--- config.mk ---
export PLATFORM = sky130hd
export DESIGN_NAME = activation_result_serializer
export DESIGN_NICKNAME = d
export VERILOG_FILES = /design/src/rtl/activation_result_serializer.sv
export SDC_FILE = /design/constraint.sdc
export NUM_CORES = 1
export LEC_CHECK = 0
export CAP_MARGIN = 10
export CORE_MARGIN = 8
export CORE_UTILIZATION = 35
export DETAILED_ROUTE_END_ITERATION = 10
export PLACE_DENSITY_LB_ADDON = 0.05
export SYNTH_ARGS = -nofsm -noshare
export SYNTH_HDL_FRONTEND = slang
export SYNTH_SLANG_ARGS = --single-unit
--- constraint.sdc ---
create_clock -name clk -period 77.3 [get_ports clk]
set_clock_uncertainty 0.15 [all_clocks]
set_input_delay 19.325 -clock clk [delete_from_list [all_inputs] [get_ports clk]]
set_output_delay 19.325 -clock clk [all_outputs]
set_load 0.05 [all_outputs]
--- src/rtl/activation_result_serializer.sv ---
// Buffers activation vectors and streams them one channel per beat.
// Optional macro ACT_SER_NEG_CHECK_EN zeroes negative beats, sets neg_err.
//
// Ports:
//   clk, n_reset          clock, synchronous active-low reset
//   in_feature, in_valid  vector from activation layer, capture on rise
//   in_space              buffer has a free slot
//   out_data, out_ch      current channel value and index (1..NUM_CH)
//   out_valid, out_ready  downstream handshake
//   out_last              last channel of a vector is on the bus
//   overflow              sticky: a vector arrived while full and was lost
//   busy                  at least one vector buffered
//   neg_err               sticky: a negative value was zeroed (macro only)
module activation_result_serializer #(
  parameter int NUM_CH = 30,
  parameter int DATA_W = 16,
  parameter int DEPTH  = 2
) (
  input  logic                           clk,
  input  logic                           n_reset,
  input  logic [NUM_CH:1][DATA_W-1:0]    in_feature,
  input  logic                           in_valid,
  output logic                           in_space,
  output logic signed [DATA_W-1:0]       out_data,
  output logic [4:0]                     out_ch,
  output logic                           out_valid,
  input  logic                           out_ready,
  output logic                           out_last,
  output logic                           overflow,
  output logic                           busy,
  output logic                           neg_err
);

  localparam int PW = (DEPTH > 1) ? $clog2(DEPTH) : 1;
  localparam int CW = $clog2(DEPTH + 1);

  localparam logic [CW-1:0] DEPTH_C = CW'(DEPTH);
  localparam logic [CW-1:0] ZERO_C  = '0;
  localparam logic [4:0]    LAST_CH = 5'(NUM_CH);
  localparam logic [4:0]    FIRST_CH = 5'd1;

  typedef enum logic {
    IDLE,
    STREAM
  } state_t;

  state_t state;

  logic [NUM_CH:1][DATA_W-1:0] vec_q [DEPTH];

  logic [PW-1:0] wr_ptr;
  logic [PW-1:0] rd_ptr;
  logic [CW-1:0] count;
  logic [CW-1:0] count_nx;
  logic          in_valid_d;

  logic push;
  logic fire;
  logic pop;
  logic full;
  logic accept;
  logic drop;

  logic [DATA_W-1:0] raw;
  logic              raw_neg;

  // Upstream holds ready_activation as a level; only the rise is a vector.
  assign push   = in_valid & ~in_valid_d;
  assign fire   = out_valid & out_ready;
  assign pop    = fire & out_last;
  assign full   = (count == DEPTH_C);

  // A pop on the same edge frees the slot, so a full buffer still accepts.
  assign accept = push & (~full | pop);
  assign drop   = push & full & ~pop;

  assign count_nx = count + CW'(accept) - CW'(pop);

  assign in_space  = (count < DEPTH_C);
  assign busy      = (count != ZERO_C);
  assign out_valid = (state == STREAM);
  assign out_last  = out_valid & (out_ch == LAST_CH);

  assign raw     = vec_q[rd_ptr][out_ch];
  assign raw_neg = raw[DATA_W-1];

`ifdef ACT_SER_NEG_CHECK_EN
  always_comb begin
    out_data = '0;
    if (out_valid && !raw_neg) begin
      out_data = raw;
    end
  end
`else
  always_comb begin
    out_data = '0;
    if (out_valid) begin
      out_data = raw;
    end
  end
`endif

  // Vector storage carries no reset; the pointers make stale slots invisible.
  always_ff @(posedge clk) begin
    if (accept) begin
      vec_q[wr_ptr] <= in_feature;
    end
  end

  always_ff @(posedge clk) begin
    if (!n_reset) begin
      state      <= IDLE;
      wr_ptr     <= '0;
      rd_ptr     <= '0;
      count      <= '0;
      in_valid_d <= 1'b0;
      out_ch     <= FIRST_CH;
      overflow   <= 1'b0;
    end else begin
      in_valid_d <= in_valid;
      count      <= count_nx;

      if (drop) begin
        overflow <= 1'b1;
      end
      if (accept) begin
        wr_ptr <= wr_ptr + 1'b1;
      end
      if (pop) begin
        rd_ptr <= rd_ptr + 1'b1;
      end

      unique case (state)
        IDLE: begin
          if (count != ZERO_C) begin
            state <= STREAM;
          end
        end
        STREAM: begin
          if (fire) begin
            if (out_last) begin
              out_ch <= FIRST_CH;
              // Back-to-back vectors continue without a bubble.
              if (count_nx == ZERO_C) begin
                state <= IDLE;
              end
            end else begin
              out_ch <= out_ch + 5'd1;
            end
          end
        end
      endcase
    end
  end

`ifdef ACT_SER_NEG_CHECK_EN
  always_ff @(posedge clk) begin
    if (!n_reset) begin
      neg_err <= 1'b0;
    end else if (fire && raw_neg) begin
      neg_err <= 1'b1;
    end
  end
`else
  assign neg_err = 1'b0;
  logic unused_neg;
  assign unused_neg = raw_neg;
`endif

endmodule

==> results.toml <==
[sta]
fmax_ghz = 0.04041
worst_pin_slew_ps = 1211
tns_ps = 0
grt_setup_unrepaired = "no"
fin_crit_sh_pct = 32.02
finalCriticalPeriod_ps = 24750
slew_violations = 0
hold_viol = 0
setup_viol = 0
slew_headroom_pct = 19.29

[cts]
htree_levels = 3
cts_tree = "done"
clockBufferDepth = 3
cts_hold_buf = 0
clock_sinks = 973
path_clk_slew_ps = 60
post_cts_buffers = 0
clk_latency_ps = 690
cts_made_buffers = 107
cts-resized-gates = 0
clock_tree.root_cell = "clkbuf_16"

[setup_path]
critPathLaunchType = "flop"
critPathCaptureType = "output pin"
cp_slowest_cell = "clkdlybuf4s50_1"
reg2reg_from = "out_ch[0]"
cp_slowest_stage_delay_ps = 960
crit_arrival_ps = 5270
rr_worst_depth = 10
crit_type = "reg -> out"
r2r-end = "vec_q[0][333]"
crit_fanout = 37
crit_top_cell = "buf_4"
timing.reg2reg.setup_slack_ps = 71950
required_ps = 57830
crit_path_start = "out_ch[0]"
cp_cell_sequence = "buf_4 > nand2b_1 > buf_4 > o22ai_1 > o21ai_0 > and4b_1 > a2111oi_2 > clkdlybuf4s50_1"
endpoint = "out_data[7]"

[drt]
first_iter_violations = 1751
vias = 20220
vias_per_cell = 5.251
final_antenna_net_count = 0
wl_per_cell_um = 32.64
routed_wl_um = 125600
top_layer = "met5"
m1WireLength_um = 49040
wl_met3_um = 10960
drt_pass1_iterations = 5
wl_met2_um = 62320
drc = 0

[cells_and_area]
final_cell_mix = "edfxtp_1, clkdlybuf4s50_1, mux4_2"
fillers = 9330
areaGrowthSynthToFinish_pct = 26.89
mostFrequentLayoutCell = "edfxtp_1"
area.sequential_um2 = 29110
drive_gt1_share_pct = 17.06
nNetsFinal = 2830
multiInputGateArea_um2 = 7955

[placed_design]
place_congestion = 0.7852
hpwl_um = 89350
portBuffers = 509

[pwr]
ir_drop_uv = 18.23
leakagePower_nw = 15.22
p_per_area_nw_per_um2 = 26.23
finalPower_w = 0.001258

[synthesis]
synthCells = 1778
ys_ff_latch = 973
synth-edff-count = 960
yosys_warnings = 0
ys_seq_area_share_pct = 76.94
synth_fp_nets = 2266
syn_area_um2 = 37810
ys_types = 70
yosys_most_used_dff = "edfxtp_1"
async_reset_ff_share_pct = 0
synth.avg_cell_area_um2 = 21.26

[global_route]
antenna_found_initial = 30
grt_start_max_net_pins = 178
first_global_vias = 21510
grt_usage_pct = 20.68
grt.overflow.total = 0
grt_pass1_wl_um = 169600

[die]
initial_core_util_pct = 35.31
design.die.area_um2 = 118800
rows = 120
fp.dieH_um = 344.7
die_w_um = 344.7
num_io_pins = 511
core_region_area_um2 = 107100

[flow_run]
max_cap_viol_count = 0

[status]
status = "finished clean"

[hold_path]
hold_path.class = "reg -> reg"
==> cell families after synthesis <==
| group | count (synthesis) | share of synthesized area, % |
|---|---|---|
| AOI/OAI and AO/OA | 182 | 3.369 |
| xor gates and xnor gates | 7 | 0.1622 |
| adders and majority gates | 4 | 0.1324 |
| buffers and inverters | 106 | 2.082 |
| DFF | 973 | 76.94 |
| muxes | 309 | 14.80 |
| other | 1 | 0.009919 |
| and+or+nand+nor | 196 | 2.502 |
==> where the power goes <==
| part | leakage (nW) | total [W] | internal [W] | switching, W |
|---|---|---|---|---|
| Clock | 1.76 | 0.000516 | 0.000305 | 0.000212 |
| Combinational | 4.46 | 0.000116 | 0.0000470 | 0.0000690 |
| Sequential | 9.00 | 0.000626 | 0.000618 | 0.00000802 |
==> synthesized netlist by cell type, types with 7 or more instances <==
cell      number  share of area, %
nand2b_1       9              0.15
mux4_1        32               2.2
a21oi_1       24              0.32
buf_4         12              0.24
a221oi_1       7              0.16
buf_2         33              0.44
o22ai_1       18              0.30
mux4_2       156               9.3
mux2_2        24              0.71
nand4_1        9              0.15
o21ai_0       39              0.52
inv_1          8             0.079
nor2_1        37              0.37
and2_1         8              0.13
clkbuf_1      17              0.17
nand3_1       24              0.32
nor2b_1       11              0.18
a22oi_1       23              0.46
a211oi_1       9              0.18
dfxtp_1       13              0.69
nand2_1       69              0.69
nor3_1         7             0.093
buf_6         18              0.54
edfxtp_1     960                76
a31oi_1       17              0.28
mux2i_1       97               2.6
==> registers in the layout (all words and copies together), names as in the netlist, named ones only <==
signal      cells
count           2
in_valid_d      1
out_ch          5
out_valid       1
overflow        1
rd_ptr          1
vec_q         960
wr_ptr          1
==> critical path: cells and delay by family, from the launching register on <==
family / cells / cell delay, ps
flip-flops: 1 / 780
buffers and inverters: 3 / 1900
AO/OA/AOI/OAI: 3 / 1060
AND/OR/NAND/NOR: 2 / 700
==> worst min-delay path by stage <==
stage	from	end	slack [ps]	depth (start not counted)
after floorplan	rd_ptr	flop	400	2
after global placement	overflow	overflow	310	1
after detailed placement	overflow	overflow	320	1
after CTS	overflow	overflow	340	1
after global routing	overflow	overflow	350	1
final	overflow	overflow	340	1
==> per-stage QoR <==
step	hold slack, ps	worst slack [ps]	util [%]	instances	instance area (um^2)
floorplan	402.2	35890	-	1778	37810
global placement	307.5	53010	41.43	3635	44350
detailed placement	317.9	53020	41.43	3635	44350
CTS	336.7	52250	44.77	3834	47930
global route	351.3	52360	44.78	3836	47930
finish	335.2	52550	44.81	3850	47970
==> metal layers <==
metal | track usage [%] | vias to the layer above
li1 | - | 8635
met3 | 6.556 | 158
met2 | 34.85 | 751
met4 | 5.986 | 14
met1 | 25.54 | 10660
met5 | 0 | -
==> final cells by class <==
class                      count  area share, %
clock buffer                 116          5.652
timing repair buffer         552          11.47
sequential                   973          60.68
multi-input combinational    699          16.58
antenna                       15        0.07825
tap                         1403          3.659
inverter                       9        0.07042
clock inverter                83          1.808
No activity file was read; power rests on OpenSTA's default activity.
